### config.mk
export PLATFORM = sky130hd
export DESIGN_NAME = dmi_link_buffer
export DESIGN_NICKNAME = d
export VERILOG_FILES = /design/src/rtl/dmi_link_buffer.sv
export SDC_FILE = /design/constraint.sdc
export NUM_CORES = 1
export LEC_CHECK = 0
export BUFFER_PORTS_ARGS = -buffer_cell sky130_fd_sc_hd__buf_2
export CAP_MARGIN = 40
export CORE_MARGIN = 5
export CORE_UTILIZATION = 62
export CTS_CLUSTER_SIZE = 8
export DETAILED_ROUTE_END_ITERATION = 6
export PLACE_DENSITY = 0.86
export SLEW_MARGIN = 20
export SYNTH_ARGS = -nofsm -noshare
export SYNTH_HDL_FRONTEND = slang
export SYNTH_SLANG_ARGS = --single-unit
### constraint.sdc
create_clock -name clk_i -period 6.2 [get_ports clk_i]
set_input_delay 0.31 -clock clk_i [delete_from_list [all_inputs] [get_ports clk_i]]
set_output_delay 0.31 -clock clk_i [all_outputs]
set_load 0.03 [all_outputs]
### src/rtl/dmi_link_buffer.sv
// Credit-managed DMI request/response buffer between the JTAG DTM and the Debug Module.
// Optional DM response watchdog is compiled in with `define DMI_TIMEOUT_EN.
module dmi_link_buffer #(
  parameter int ReqDepth       = 4,
  parameter int RespDepth      = 4,
  parameter int MaxOutstanding = 4,
  parameter int TimeoutCycles  = 1024
) (
  input  logic                                clk_i,
  input  logic                                rst_ni,
  input  logic                                dmi_clear_ni,
  input  logic [40:0]                         up_req_i,
  input  logic                                up_req_valid_i,
  output logic                                up_req_ready_o,
  output logic [33:0]                         up_resp_o,
  output logic                                up_resp_valid_o,
  input  logic                                up_resp_ready_i,
  output logic [40:0]                         dn_req_o,
  output logic                                dn_req_valid_o,
  input  logic                                dn_req_ready_i,
  input  logic [33:0]                         dn_resp_i,
  input  logic                                dn_resp_valid_i,
  output logic                                dn_resp_ready_o,
  output logic [$clog2(MaxOutstanding+1)-1:0] inflight_o,
  output logic                                timeout_o
);

  localparam int RAW = $clog2(ReqDepth);
  localparam int PAW = $clog2(RespDepth);
  localparam int IW  = $clog2(MaxOutstanding + 1);

  if (MaxOutstanding > RespDepth || ReqDepth < 2 || RespDepth < 2 || TimeoutCycles < 2) begin : g_bad_params
    $error("dmi_link_buffer: invalid parameter set");
  end

  logic [40:0]   req_mem  [ReqDepth];
  logic [33:0]   resp_mem [RespDepth];
  logic [RAW:0]  req_wp, req_rp;
  logic [PAW:0]  resp_wp, resp_rp;
  logic [IW-1:0] inflight, dn_pending, drop_cnt;
  logic          req_empty, req_full, resp_empty, resp_full;
  logic          up_req_fire, up_resp_fire, dn_req_fire, dn_resp_fire;
  logic          resp_keep, pend_ret, resp_push, timeout_fire;
  logic [33:0]   resp_wdata;

  // Every port pair uses valid/ready: a beat moves on a clk edge where both are 1;
  // a raised valid holds with stable data until ready. Ready never depends on the peer's valid.
  assign req_empty  = (req_wp == req_rp);
  assign req_full   = (req_wp[RAW] != req_rp[RAW]) && (req_wp[RAW-1:0] == req_rp[RAW-1:0]);
  assign resp_empty = (resp_wp == resp_rp);
  assign resp_full  = (resp_wp[PAW] != resp_rp[PAW]) && (resp_wp[PAW-1:0] == resp_rp[PAW-1:0]);

  assign up_req_ready_o  = dmi_clear_ni && !req_full && (inflight < IW'(MaxOutstanding));
  assign dn_req_valid_o  = dmi_clear_ni && !req_empty;
  assign up_resp_valid_o = dmi_clear_ni && !resp_empty;
  assign dn_resp_ready_o = (drop_cnt != '0) || !resp_full;
  assign dn_req_o        = req_empty  ? '0 : req_mem[req_rp[RAW-1:0]];
  assign up_resp_o       = resp_empty ? '0 : resp_mem[resp_rp[PAW-1:0]];
  assign inflight_o      = inflight;

  assign up_req_fire  = up_req_valid_i && up_req_ready_o;
  assign dn_req_fire  = dn_req_valid_o && dn_req_ready_i;
  assign dn_resp_fire = dn_resp_valid_i && dn_resp_ready_o;
  assign up_resp_fire = up_resp_valid_o && up_resp_ready_i;

  // Responses arriving while drop_cnt is non-zero belong to ops abandoned by a flush or timeout.
  assign resp_keep  = dn_resp_fire && (drop_cnt == '0);
  assign pend_ret   = resp_keep && (dn_pending != '0);
  assign resp_push  = dmi_clear_ni && (resp_keep || timeout_fire);
  assign resp_wdata = timeout_fire ? {32'h0, 2'h2} : dn_resp_i;

`ifdef DMI_TIMEOUT_EN
  localparam int WW = $clog2(TimeoutCycles);
  logic [WW-1:0] wdog;
  logic          wdog_run;
  logic          timeout_q;

  assign wdog_run     = (dn_pending != '0) && (drop_cnt == '0);
  // A real response in the expiry cycle wins over the synthetic error.
  assign timeout_fire = dmi_clear_ni && wdog_run && !dn_resp_fire && (wdog == WW'(TimeoutCycles - 1));
  assign timeout_o    = timeout_q;

  always_ff @(posedge clk_i) begin
    if (!rst_ni || !dmi_clear_ni) begin
      wdog      <= '0;
      timeout_q <= 1'b0;
    end else begin
      timeout_q <= timeout_fire;
      if (dn_resp_fire || timeout_fire || !wdog_run) wdog <= '0;
      else                                           wdog <= wdog + WW'(1);
    end
  end
`else
  assign timeout_fire = 1'b0;
  assign timeout_o    = 1'b0;
`endif

  always_ff @(posedge clk_i) begin
    if (up_req_fire) req_mem[req_wp[RAW-1:0]]   <= up_req_i;
    if (resp_push)   resp_mem[resp_wp[PAW-1:0]] <= resp_wdata;
  end

  always_ff @(posedge clk_i) begin
    if (!rst_ni) begin
      req_wp     <= '0;
      req_rp     <= '0;
      resp_wp    <= '0;
      resp_rp    <= '0;
      inflight   <= '0;
      dn_pending <= '0;
      drop_cnt   <= '0;
    end else if (!dmi_clear_ni) begin
      req_wp     <= '0;
      req_rp     <= '0;
      resp_wp    <= '0;
      resp_rp    <= '0;
      inflight   <= '0;
      dn_pending <= '0;
      drop_cnt   <= dn_pending - IW'(pend_ret);
    end else begin
      if (up_req_fire)  req_wp  <= req_wp + (RAW+1)'(1);
      if (dn_req_fire)  req_rp  <= req_rp + (RAW+1)'(1);
      if (resp_push)    resp_wp <= resp_wp + (PAW+1)'(1);
      if (up_resp_fire) resp_rp <= resp_rp + (PAW+1)'(1);
      inflight   <= inflight + IW'(up_req_fire) - IW'(up_resp_fire);
      dn_pending <= dn_pending + IW'(dn_req_fire) - IW'(pend_ret) - IW'(timeout_fire);
      if (dn_resp_fire && drop_cnt != '0) drop_cnt <= drop_cnt - IW'(1);
      else if (timeout_fire)              drop_cnt <= drop_cnt + IW'(1);
    end
  end

endmodule
* After elaboration in Yosys (flattened, before gate mapping) *
Memory sizes are Yosys's and may differ from the RTL's. A register that Yosys moved wholly into a read port is not among the register bits.
Cells that the tools add are included.

cells by class
  order comparisons = 1
  reductions and logical operators = 23
  equality and inequality tests = 7
  muxes and demuxes = 12
  $add $sub $neg = 10

operator list
  kind                                                    number
  two-way mux 41 bit                                      1
  two-way mux 34 bit                                      1
  logical AND 1 bit                                       14
  adder 3 x 1 -> 3 bit (second input constant)            4
  subtractor 3 x 1 -> 3 bit                               3
  two-way mux 2 bit                                       4
  adder 3 x 1 -> 3 bit                                    2
  equality test 3 bit                                     2
  two-way mux 3 bit                                       2
  nonzero test 3 bit                                      2
  equality test 2 bit                                     2
  zero test 1 bit                                         4
  two-way mux 1 bit                                       4
  zero test 3 bit                                         1
  less-than comparator 3 bit (second input constant)      1
  subtractor 3 x 1 -> 3 bit (second input constant)       1
  inequality test 1 bit                                   2
  inequality test 2 x 1 -> 1 bit (second input constant)  1
  AND reduction 2 bit                                     1
  logical OR 1 bit                                        1

storage, ports and cells
  memories = 2
  flip-flop bits (word level) = 21
  bits in writable memories = 300
  word-level logic and storage cells = 62
  output and inout port bits = 83
  bits of input ports = 82

memory list
  memory    words  width  read ports  clocked after memory_dff  wr ports  RTL line  text
  req_mem   4      41     1           1                         1         36        logic [40:0] req_mem [ReqDepth];
  resp_mem  4      34     1           1                         1         37        logic [33:0] resp_mem [RespDepth];

* Logic depth before layout (Yosys ltp) *
Gate-level depths: netlist of the first run.

  word-level depth = 9
  mapped depth = 14
  gate-level depth less buffers = 14

* Worst setup path after synthesis of the first run *
OpenSTA, ideal clock, no wires.

  kind = reg-to-reg
  start = register req_wp[1]
  end = memory req_mem[3][0], enable pin
  path slack = 2.801 ns
  cell stages (with the launch flop) = 3
  arrival = 2.931 ns
  required time = 5.732 ns
  path buffers = 0
  period minus slack after synthesis = 3.399 ns
  setup time = 0.468 ns
  cells stage by stage = dfxtp_1 -> xnor2_2 -> a31oi_1

on the way
  longest elaborated chain between the ends = 8

RTL lines
  item                                     RTL line  text
  start: declaration                       38        logic [RAW:0] req_wp, req_rp;
  start signal: assignment                 121       if (up_req_fire) req_wp <= req_wp + (RAW+1)'(1);
  equality test 2 bit                      49        assign req_full = (req_wp[RAW] != req_rp[RAW]) && (req_wp[RAW-1:0] == req_rp[RAW-1:0]);
  logical AND 1 bit                        49
  zero test 1 bit                          53        assign up_req_ready_o = dmi_clear_ni && !req_full && (inflight < IW'(MaxOutstanding));
  logical AND 1 bit (2 in a row)           53
  logical AND 1 bit                        61        assign up_req_fire = up_req_valid_i && up_req_ready_o;
  two-way mux 1 bit                        99        if (up_req_fire) req_mem[req_wp[RAW-1:0]] <= up_req_i;
  two-way mux 1 bit (not written as such)  99
  end: declaration                         36

Several ways; a longest one is shown, not always the timed one.

* Worst setup path after layout of the first run *
  start = register drop_cnt[0]
  end = register dn_pending[2]

on the way
  longest elaborated chain between the ends = 6
  elaborated cells on any way between the ends = 7
  those cells by class = add/sub: 1; reduce/logical: 6

RTL lines
  item                         RTL line  text
  start: declaration           40        logic [IW-1:0] inflight, dn_pending, drop_cnt;
  start signal: assignment     119       drop_cnt <= dn_pending - IW'(pend_ret);
  start signal: assignment     127       if (dn_resp_fire && drop_cnt != '0) drop_cnt <= drop_cnt - IW'(1);
  start signal: assignment     128       else if (timeout_fire) drop_cnt <= drop_cnt + IW'(1);
  nonzero test 3 bit           56        assign dn_resp_ready_o = (drop_cnt != '0) || !resp_full;
  logical OR 1 bit             56
  logical AND 1 bit            63        assign dn_resp_fire = dn_resp_valid_i && dn_resp_ready_o;
  logical AND 1 bit *          67        assign resp_keep = dn_resp_fire && (drop_cnt == '0);
  logical AND 1 bit *          68        assign pend_ret = resp_keep && (dn_pending != '0);
  subtractor 3 x 1 -> 3 bit *  126       dn_pending <= dn_pending + IW'(dn_req_fire) - IW'(pend_ret) - IW'(timeout_fire);
  end signal: assignment       126
  end: declaration             40

Mark *: on every way between the ends. The rest lies on a longest branch, timed or not.
A chain may end at the register's enable or synchronous reset.

==> results of run 1 <==
registers in the layout, summed over array words and instances (netlist names), named ones only:
name and flops:
resp_mem 136, drop_cnt 3, req_mem 164, req_rp 3, resp_wp 3, req_wp 3
dn_pending 3, resp_rp 3, inflight_o 3
cell usage after synthesis, types with 4 or more instances:
| cell type | n | share of area (%) |
|---|---|---|
| a211oi_1 | 5 | 0.29 |
| a31oi_1 | 4 | 0.19 |
| and2_1 | 4 | 0.19 |
| and3_1 | 9 | 0.44 |
| buf_2 | 17 | 0.66 |
| buf_4 | 7 | 0.41 |
| clkbuf_1 | 4 | 0.12 |
| dfxtp_1 | 25 | 3.9 |
| edfxtp_1 | 300 | 70 |
| ha_1 | 18 | 1.7 |
| inv_1 | 23 | 0.67 |
| mux2i_1 | 11 | 0.85 |
| mux4_2 | 75 | 13 |
| nand2_1 | 19 | 0.55 |
| nand2b_1 | 5 | 0.24 |
| nand4b_1 | 4 | 0.27 |
| nor2_1 | 6 | 0.17 |
| nor2b_1 | 76 | 3.7 |
| xnor2_1 | 7 | 0.47 |
| xnor2_2 | 4 | 0.50 |
through the flow:
step           cells  power, mW  util (%)  hold WS, ps  cell area, sq um
5_1_grt         1167      5.067     77.78        1.842             15840
4_1_cts         1163      4.922     77.48       0.9223             15780
3_3_place_gp    1054      2.716     68.57        495.7             13960
2_1_floorplan    649      2.636         -        408.9             12930
6_report        1167      4.905     77.78        12.12             15840
3_5_place_dp    1063      2.738     69.64        501.6             14180
final cells by class:
cell class                 instances  area, sq um
inverter                          23        86.33
antenna                            1        2.502
fill                            1042         4524
sequential                       325         9514
tap                              270        337.8
timing repair buffer             214         1473
clock inverter                     4        38.79
clock buffer                      61         1207
multi-input combinational        269         3181
layer usage:
layer | GRT usage [%] | vias to the layer above | part of all wire [%]
met3 | 5.532 | 59 | 8.1
li1 | - | 3015 | -
met1 | 29.24 | 3530 | 35
met2 | 43.55 | 352 | 55
met4 | 7.149 | 2 | 2.5
met5 | 0 | - | 0.024
report_power, final:
part | switching (mW) | internal [mW] | total [mW]
Combinational | 0.166 | 0.112 | 0.277
Sequential | 0.0125 | 2.44 | 2.45
Clock | 0.841 | 1.34 | 2.18
Total | 1.02 | 3.89 | 4.91
logic make-up (layout without fill, tap and decap cells):
family / after synthesis / after routing / synth area share [%]
other: 1 / 2 / 0.02901
muxes: 87 / 87 / 14.01
AOI/OAI and AO/OA: 20 / 20 / 1.413
xor gates and xnor gates: 14 / 14 / 1.181
DFF: 325 / 325 / 73.56
adders and majority gates: 20 / 20 / 2.052
buffers and inverters: 55 / 302 / 2.023
and+or+nand+nor: 127 / 127 / 5.730
worst max path at each step:
stage	slack, ps	depth (start not counted)	startpoint	to
floorplan	2800	2	req_wp[1]$_SDFFE_PN0P_	req_mem[3][0]$_DFFE_PP_
global placement	3560	14	drop_cnt[0]$_SDFFE_PN0P_	dn_pending[2]$_SDFF_PN0_
detailed placement	3430	14	drop_cnt[0]$_SDFFE_PN0P_	dn_pending[2]$_SDFF_PN0_
CTS	3240	4	req_wp[0]$_SDFFE_PN0P_	dn_req_o[35]
global route	3180	14	drop_cnt[0]$_SDFFE_PN0P_	dn_pending[2]$_SDFF_PN0_
finish	3390	14	drop_cnt[0]$_SDFFE_PN0P_	dn_pending[2]$_SDFF_PN0_
==> qor.txt, run 1 <==
Final setup viols -> 0
Drt wl/cell -> 24.61 microns
Clock H-tree levels -> 2
Crit Reg-Reg Startpoint -> drop_cnt[0]$_SDFFE_PN0P_
Longest Clk Path Bufs -> 3
Hold path endpoint -> resp_mem[2][14]$_DFFE_PP_
Global-route wire length before repair -> 43.52 mm
GPL Wtd Cong -> 0.7837
R2r setup slk -> 3390 ps
PD cells -> 309.7 mW/mm^2
Hold Path Class -> input port to register
Post-Syn Area -> 0.01293 sq mm
Worst setup EP type -> register
Die width -> 154.4 microns
Synth Register Bits -> 325
Sink Count -> 325
Post-synth EDFFs -> 300
R2R cell count -> 14
Ys Warns -> 0
Die area -> 0.02384 sq mm
Cell family with most CP delay -> adder cells
Worst-path clk slew -> 50 ps
Grt total ovfl -> 0
CP max FO -> 7
Worst Path Arrival -> 3220 ps
First-pass DRT Iterations -> 5
Max-slew violations -> 0
Pin count of the biggest net entering global routing -> 44
Cts hold-fix bufs -> 35
Clock root cell -> clkbuf_16
Final Cycle Share -> 45.38%
Setup crit start kind -> register
Height of the die -> 154.4 microns
Vias in the first global route -> 7447
Vias per inst -> 5.962
Sequential element share of the synthesized area -> 73.56%
Port buffer count -> 163
Netlist cell types -> 37
GR Util All Layers -> 24.13%
Fraction of layout instances using a drive strength above 1 -> 36.16%
Setup TNS -> 0 ps
DR DRC count -> 0
Setup Buffers After CTS -> 0
Clock Latency Late Sink -> 520 ps
Hold Path Depth -> 1
Final setup margin -> 3387 ps
Buf/Inv on CP -> 3
# nets final -> 981
Clock Skews -> 10.02 ps
Most frequent cells in the layout -> edfxtp_1 (300), buf_2 (163), nor2b_1 (76)
Slew headroom -> 56.07%
Routed Antenna Nets -> 0
Mapped Cells -> 649
Worst path required time -> 6610 ps
Cts repair resizes -> 0
Pre-CTS setup slack -> 3433 ps
Initial Util -> 63.47%
Syn avg cell area -> 19.92 sq um
Critical path's slowest cell -> fa_1
Synth Flop Type -> edfxtp_1
Total clock buffers created by CTS -> 46
CTS tree -> done
Hold Path Origin -> dn_resp_i[14]
Total number of vias -> 6958
FMAX -> 355.5 MHz
Max-Cap Viols -> 0
Maximum VDD drop -> 300.9 uV
Asr flop ratio synth -> 0%
Worst reg2reg path endpoint -> dn_pending[2]$_SDFF_PN0_
Drt total wl -> 28.72 mm
Ports -> 165
Tmin final -> 2813 ps
Synthesized Nets -> 751
P&R area growth vs syn -> 22.54%
Hpwl dp -> 16.67 mm
Critical path class -> register to register
Outcome -> finished clean
FP Rows -> 52
Core area -> 0.02036 sq mm
Critical-path cell list -> inv_1 > ha_1 > ha_1 > nand2_1 > a31oi_2 > o31a_1 > ha_1 > inv_1 > ha_1 > inv_1 > fa_1 > xnor2_1 > xnor2_1 > nor2_1
Largest stage delay, worst path -> 370 ps
Most frequent CP cell -> ha_1
Commonest non-fill, non-tap cell in the layout -> edfxtp_1
Lkg Pwr -> 5.523 nW
Hold Fails Final Rpt -> 0
Unrepaired setup endpoints after global routing -> false
Worst-Margin Slew -> 659.0 ps
DR iter-0 viols -> 442
Initial antenna violation count -> 2
No activity file was read; power rests on OpenSTA's default activity.
==> inputs of run 2 (changes only) <==
--- a/config.mk
+++ b/config.mk
@@ -5,13 +5,14 @@
 export SDC_FILE = /design/constraint.sdc
 export NUM_CORES = 1
 export LEC_CHECK = 0
+export ABC_AREA = 1
 export BUFFER_PORTS_ARGS = -buffer_cell sky130_fd_sc_hd__buf_2
 export CAP_MARGIN = 40
 export CORE_MARGIN = 5
-export CORE_UTILIZATION = 62
+export CORE_UTILIZATION = 58
 export CTS_CLUSTER_SIZE = 8
 export DETAILED_ROUTE_END_ITERATION = 6
-export PLACE_DENSITY = 0.86
+export PLACE_DENSITY = 0.81
 export SLEW_MARGIN = 20
 export SYNTH_ARGS = -nofsm -noshare
 export SYNTH_HDL_FRONTEND = slang
==> constraint.sdc (replaced) <==
create_clock -name clk_i -period 2.6 [get_ports clk_i]
set_input_delay 0.13 -clock clk_i [delete_from_list [all_inputs] [get_ports clk_i]]
set_output_delay 0.13 -clock clk_i [all_outputs]
set_load 0.03 [all_outputs]
==> qor.txt, run 2 <==
Outcome -> finished clean
Post-synth EDFFs -> 300 (unchanged)
Post-synth top area cell -> edfxtp_1
Mapped Cells -> 1102 (+70%)
Setup crit start kind -> register
Area share of the largest cell type after synthesis -> 67.98% (-1.7 points)
Fraction of layout instances using a drive strength above 1 -> 19.52% (-17 points)
# nets final -> 1462 (+49%)
First-pass DRT Iterations -> 5 (unchanged)
P&R area growth vs syn -> 25.88%
Largest cells by area after synthesis -> edfxtp_1 (68%), nor2_1 (7.2%), o32ai_1 (5.0%)
Top-count cell post-synth -> edfxtp_1
PD cells -> 721.8 mW/mm^2 (+130%)
Largest stage delay, worst path -> 460 ps (+90 ps)
Most frequent cells in the layout -> edfxtp_1 (300), nor2_1 (246), buf_2 (163)
Crit Reg-Reg Startpoint -> resp_wp[0]$_SDFFE_PN0N_
Ys Warns -> 0 (unchanged)
Power share of the clock group -> 43.7% (-0.7 points)
FP Rows -> 55 (+5.8%)
Psw -> 2.669 mW (+160%)
Internal power -> 9.372 mW (+140%)
Crit path depth -> 15 (+1)
Final setup margin -> 72.41 ps (-3314 ps)
Clock Latency Late Sink -> 540 ps (+20 ps)
Synthesized Nets -> 1204 (+60%)
Flop pwr share -> 48.7% (-1.2 points)
Syn avg cell area -> 12.03 sq um (-40%)
Max reg flops -> 164 (unchanged)
Most frequent CP cell -> inv_1
Drt total wl -> 30.59 mm (+6.5%)
GR met2 Demand/Resource -> 41.40% (-2.1 points)
Total clock buffers created by CTS -> 46 (unchanged)
Cell family with most CP delay -> adder cells
Pre-CTS setup slack -> 33.83 ps (-3399 ps)
Slew headroom -> 57.25% (+1.2 points)
Worst reg2reg path endpoint -> dn_pending[2]$_SDFF_PN0_
Die area -> 0.02597 sq mm (+9.0%)
Setup crit end -> dn_pending[2]$_SDFF_PN0_
Max-Cap Viols -> 0 (unchanged)
Max-slew violations -> 0 (unchanged)
Height of the die -> 161.2 microns (+4.4%)
Critical-path cell list -> inv_1 > nand2_1 > nand2_1 > nor2_1 > nand2_2 > nand2_4 > nor2_4 > ha_1 > inv_1 > ha_1 > inv_1 > fa_2 > xnor2_2 > o21ai_2 > a21oi_2
Pin count of the biggest net entering global routing -> 83 (+89%)
Initial Util -> 58.71% (-4.8 points)
CP startpoint -> resp_wp[0]$_SDFFE_PN0N_
Synth Flop Type -> edfxtp_1
GR Util All Layers -> 22.89% (-1.2 points)
Sw frac -> 22.17% (+1.4 points)
Buf/Inv on CP -> 3 (unchanged)
Sink Count -> 325 (unchanged)
CTS tree -> done
Critical path class -> register to register
FMAX -> 395.6 MHz (+11%)
DR iter-0 viols -> 840 (+90%)
Hpwl dp -> 16.33 mm (-2.0%)
Grt total ovfl -> 0 (unchanged)
Global-route wire length before repair -> 47.76 mm (+9.7%)
Met3 track demand over resource -> 4.491% (-1.0 points)
Total number of vias -> 9341 (+34%)
Routed Antenna Nets -> 0 (unchanged)
Commonest non-fill, non-tap cell in the layout -> edfxtp_1
Sequential element share of the synthesized area -> 71.75% (-1.8 points)
Vias in the first global route -> 9568 (+28%)
Synth Register Bits -> 325 (unchanged)
Post-layout util -> 73.91% (-3.9 points)
Commonest cells post-synth -> edfxtp_1 (300), nor2_1 (255), nand2_1 (134)
CP max FO -> 6 (-1)
Ports -> 165 (unchanged)
Logic pwr share -> 7.7% (+2.0 points)
DR DRC count -> 0 (unchanged)
Post-route cell area -> 0.01668 sq mm (+5.3%)
R2R cell count -> 15 (+1)
Final setup viols -> 0 (unchanged)
Worst-path clk slew -> 50 ps (about the same)
Worst-Margin Slew -> 641.3 ps (-17.76 ps)
R2r setup slk -> 70 ps (-3310 ps)
Asr flop ratio synth -> 0% (unchanged)
Final Cycle Share -> 97.22% (+52 points)
Core area -> 0.02257 sq mm (+11%)
Clock Skews -> 22.95 ps (+12.93 ps)
Longest Clk Path Bufs -> 3 (unchanged)
Worst setup EP type -> register
Die width -> 161.2 microns (+4.4%)
Hold Path Class -> input port to register
Unrepaired setup endpoints after global routing -> true
Vias per inst -> 5.610 (-5.9%)
Clock H-tree levels -> 2 (unchanged)
Worst Path Arrival -> 2980 ps (-240 ps)
Hold Fails Final Rpt -> 0 (unchanged)
Placed instance area -> 0.01455 sq mm (+2.6%)
Port buffer count -> 163 (unchanged)
Lkg Pwr -> 6.836 nW (+24%)
Post-Syn Area -> 0.01325 sq mm (+2.5%)
Worst path required time -> 3050 ps (-3560 ps)
Initial antenna violation count -> 2 (unchanged)
Tmin final -> 2528 ps (-285.7 ps)
Drt wl/cell -> 18.37 microns (-25%)
Global routing met1 resource utilization -> 27.59% (-1.6 points)
Layer with the highest usage -> met2
Clock root cell -> clkbuf_16
Critical path's slowest cell -> dfxtp_1
GPL Wtd Cong -> 0.7718 (-1.5%)
Netlist cell types -> 25 (-32%)
Maximum VDD drop -> 605.1 uV (+100%)
[run 2: cell types whose count changed after synthesis, moves of 75 or more]
cell     change
inv_1       +94
nor2b_1     -76
o21ai_0     +77
mux4_2      -75
nand2_1    +115
o32ai_1     +75
nor2_1     +249
[run 2: cells by family (layout without fill, tap and decap cells)]
| logic type | after synthesis | count (layout) | synth area share, % |
|---|---|---|---|
| other | 1 | 3 | 0.02830 |
| AO/OA/AOI/OAI | 163 | 163 | 8.308 |
| adder cells (fa/ha/maj) | 20 | 20 | 2.002 |
| flip-flops | 325 | 325 | 71.75 |
| XOR/XNOR | 8 | 8 | 0.5287 |
| buffers and inverters | 178 | 454 | 5.495 |
| AND/OR/NAND/NOR | 407 | 407 | 11.89 |
[run 2: power by group through the flow]
stage	Sequential (mW)	Combinational [mW]	Clock, mW
final	5.86	0.924	5.26
after global routing	5.86	0.999	5.60
after floorplan	5.95	0.489	0
after CTS	5.86	0.910	5.33
after detailed placement	5.95	0.803	0
after global placement	5.95	0.783	0
[run 2: worst register-to-register path, stage by stage, from the launching register on]
cell	delay, ps
dfxtp_1	460
inv_1	140
nand2_1	80
nand2_1	60
nor2_1	130
nand2_2	110
nand2_4	90
nor2_4	40
ha_1	290
inv_1	60
ha_1	140
inv_1	60
fa_2	350
xnor2_2	250
o21ai_2	90
a21oi_2	120
[run 2: how the worst min path moves through the flow]
stage                    startpoint                       end  cells after the start
finish              dn_resp_valid_i  drop_cnt[1]$_SDFFE_PN0P_                      4
global route        dn_resp_valid_i  drop_cnt[0]$_SDFFE_PN0P_                      4
CTS                 dn_resp_valid_i  drop_cnt[1]$_SDFFE_PN0P_                      4
detailed placement     dn_resp_i[3]  resp_mem[0][3]$_DFFE_PP_                      1
global placement       up_req_i[16]  req_mem[2][16]$_DFFE_PP_                      1
floorplan                    rst_ni  drop_cnt[2]$_SDFFE_PN0P_                      2
[run 2: metal layers]
layer	up-vias	wire length, microns	share of wire [%]
li1	4347	-	-
met1	4514	11690	38
met2	420	15940	52
met3	60	2235	7.3
met4	0	723	2.4
met5	-	0	0
[run 2: per-stage QoR]
| stage | total power, mW | setup TNS [ps] | cells | hold WS [ps] |
|---|---|---|---|---|
| after floorplan | 6.444 | -80920 | 1102 | 227.6 |
| after global placement | 6.731 | 0 | 1516 | 340.9 |
| after detailed placement | 6.756 | 0 | 1516 | 344.6 |
| after CTS | 12.10 | 0 | 1662 | 4.360 |
| after global routing | 12.46 | -58.34 | 1665 | 58.90 |
| final | 12.04 | 0 | 1665 | 28.89 |
[run 2: cell type report]
cell class	count	area, sq um
diodes	2	5.005
inverters	120	450.4
clock inverters	4	63.81
flip-flops and latches	325	9517
repair buffers	268	1971
well taps	285	356.6
fillers	1378	5889
clock buffers	62	1211
multi-input cells	599	3108
[run 2: repair_timing]
item                                    CTS  global route
cloned                                    0             0
hold buffers                             80             0
hold endpoints to repair                310             0
buffers inserted                          0             1
endpoints found under the setup margin    1             2
gates resized for setup                   5            10
pin swaps                                 0             2
==> inputs of run 3 (changes only) <==
--- a/config.mk
+++ b/config.mk
@@ -8,12 +8,14 @@
 export ABC_AREA = 1
 export BUFFER_PORTS_ARGS = -buffer_cell sky130_fd_sc_hd__buf_2
 export CAP_MARGIN = 40
-export CORE_MARGIN = 5
+export CORE_MARGIN = 2
 export CORE_UTILIZATION = 58
 export CTS_CLUSTER_SIZE = 8
 export DETAILED_ROUTE_END_ITERATION = 6
 export PLACE_DENSITY = 0.81
+export REMOVE_ABC_BUFFERS = 1
 export SLEW_MARGIN = 20
 export SYNTH_ARGS = -nofsm -noshare
 export SYNTH_HDL_FRONTEND = slang
 export SYNTH_SLANG_ARGS = --single-unit
+export TNS_END_PERCENT = 50
==> qor.txt, run 3 (synthesis gave the netlist of run 2 again) <==
Ports -> 165 (unchanged)
Max reg flops -> 164 (unchanged)
First-pass DRT Iterations -> 5 (unchanged)
Pin count of the biggest net entering global routing -> 69 (-17%)
Hold Fails Final Rpt -> 0 (unchanged)
GR Util All Layers -> 24.72% (+1.8 points)
Fill cells -> 1351 (-2.0%)
Die width -> 155.2 microns (-3.7%)
GR met2 Demand/Resource -> 43.43% (+2.0 points)
Lkg Pwr -> 6.826 nW (-0.14%)
Die area -> 0.02407 sq mm (-7.3%)
Total number of vias -> 9277 (-0.69%)
Hpwl dp -> 15.54 mm (-4.8%)
CTS tree -> done
Clock Skews -> 11.00 ps (-11.95 ps)
Worst path required time -> 3060 ps (about the same)
Setup Buffers After CTS -> 0 (unchanged)
Global-route wire length before repair -> 46.73 mm (-2.2%)
Clock root cell -> clkbuf_16
Worst-path clk slew -> 50 ps (about the same)
Post-route cell area -> 0.01663 sq mm (-0.29%)
Met3 track demand over resource -> 4.791% (+0.30 points)
Clock Latency Late Sink -> 530 ps (about the same)
Storage element area -> 0.009520 sq mm (about the same)
Unrepaired setup endpoints after global routing -> true
Routed Antenna Nets -> 0 (unchanged)
PD cells -> 726.7 mW/mm^2 (+0.68%)
DR DRC count -> 0 (unchanged)
Max-Cap Viols -> 0 (unchanged)
FMAX -> 410.6 MHz (+3.8%)
Layer with the highest usage -> met2
Drt wl/cell -> 18.08 microns (-1.6%)
FP Rows -> 55 (unchanged)
Slew headroom -> 64.57% (+7.3 points)
P&R area growth vs syn -> 25.51%
Max-slew violations -> 0 (unchanged)
Initial antenna violation count -> 0 (-2)
Hold Path Class -> input port to register
Initial Util -> 58.89% (+0.18 points)
Multi-input gate area -> 0.003088 sq mm (-0.64%)
Grt total ovfl -> 0 (unchanged)
Critical-path cell list -> inv_1 > ha_1 > ha_1 > inv_2 > nor2_1 > nand2_1 > nand2_2 > nor2_4 > ha_1 > inv_1 > ha_1 > inv_1 > fa_2 > xnor2_2 > o21ai_1 > a21oi_1
Fraction of layout instances using a drive strength above 1 -> 19.06% (-0.46 points)
Antenna diodes -> 0 (-2)
Sink Count -> 325 (unchanged)
DR iter-0 viols -> 712 (-15%)
Vias per inst -> 5.572 (-0.69%)
Outcome -> finished clean
Placed instance area -> 0.01452 sq mm (-0.22%)
Longest Clk Path Bufs -> 3 (unchanged)
Drt total wl -> 30.10 mm (-1.6%)
GPL Wtd Cong -> 0.8548 (+11%)
# nets final -> 1462 (unchanged)
Largest stage delay, worst path -> 350 ps (-110 ps)
Total power -> 12.09 mW (+0.39%)
Final Cycle Share -> 93.66% (-3.6 points)
Total clock buffers created by CTS -> 46 (unchanged)
CP max FO -> 3 (-3)
Most frequent CP cell -> ha_1
Non-Filler Instances -> 1665 (unchanged)
Most frequent cells in the layout -> edfxtp_1 (300), nor2_1 (247), buf_2 (163)
Worst setup EP type -> register
Maximum VDD drop -> 494.5 uV (-18%)
Clock H-tree levels -> 2 (unchanged)
Port buffer count -> 163 (unchanged)
Min Hold Slack -> 32.09 ps (+3.206 ps)
Setup crit start kind -> register
Critical path's slowest cell -> fa_2
Buf/Inv on CP -> 4 (+1)
Vias in the first global route -> 9310 (-2.7%)
Critical path class -> register to register
Commonest non-fill, non-tap cell in the layout -> edfxtp_1
Cell family with most CP delay -> adder cells
Height of the die -> 155.2 microns (-3.7%)
Cell total after placement -> 1517 (+0.066%)
Tmin final -> 2435 ps (-92.40 ps)
Global routing met1 resource utilization -> 30.10% (+2.5 points)
Final setup viols -> 0 (unchanged)
Worst-Margin Slew -> 531.4 ps (-109.9 ps)
Worst Path Arrival -> 2890 ps (-90 ps)
Core area -> 0.02250 sq mm (-0.30%)
## run 3: cell count changes in the layout (fill, tap and decap cells not counted), sizes merged
cell | previous run | this run
clkbuf | 62 | 65
diode | 2 | 0
inv | 122 | 120
clkinv | 2 | 3
## run 3: through the flow
step	TNS [ps]	utilization [%]	setup WS, ps
after detailed placement	0	64.51	15.27
after floorplan	-161480	-	-627.7
after global placement	0	64.51	143.4
final	0	73.92	164.8
after CTS	0	73.77	3.543
after global routing	-37.26	73.92	-37.26
## run 3: tightest hold or removal path: cells and delay by family
family | cells | cell delay [ps]
AOI/OAI and AO/OA | 1 | 100
xor gates and xnor gates | 1 | 70
buffers and inverters | 1 | 120
and+or+nand+nor | 1 | 100
## run 3: path summary, 6_finish.rpt
| check | startpoint | end | slack [ps] | cells after the start |
|---|---|---|---|---|
| setup / recovery | drop_cnt[0]$_SDFFE_PN0P_ | dn_pending[2]$_SDFF_PN0_ | 160 | 16 |
| hold / removal | dn_resp_valid_i | drop_cnt[0]$_SDFFE_PN0P_ | 30 | 4 |
| setup reg to reg | drop_cnt[0]$_SDFFE_PN0P_ | dn_pending[2]$_SDFF_PN0_ | 160 | 16 |
| hold reg to reg | resp_rp[2]$_SDFFE_PN0P_ | resp_rp[2]$_SDFFE_PN0P_ | 520 | 2 |
## run 3: routing by layer
metal / vias up / part of all wire (%)
li1: 4344 / -
met5: - / 0
met3: 75 / 6.8
met4: 0 / 2.9
met2: 388 / 51
met1: 4470 / 39
## run 3: what timing repair did
action | 4_1_cts | 5_1_grt
hold buffers | 80 | 0
gates resized for setup | 0 | 12
endpoints found under the hold margin | 311 | 0
endpoints found under the setup margin | 0 | 32
## run 3: power breakdown
| part | switching [mW] | internal (mW) |
|---|---|---|
| registers | 0.0375 | 5.83 |
| logic | 0.592 | 0.323 |
| clock network | 2.04 | 3.27 |
## run 3: final cells by class
class | count | area share [%]
timing repair buffer | 268 | 11.64
sequential | 325 | 57.24
multi-input combinational | 599 | 18.56
tap | 285 | 2.144
inverter | 120 | 2.708
clock buffer | 65 | 7.477
clock inverter | 3 | 0.2257
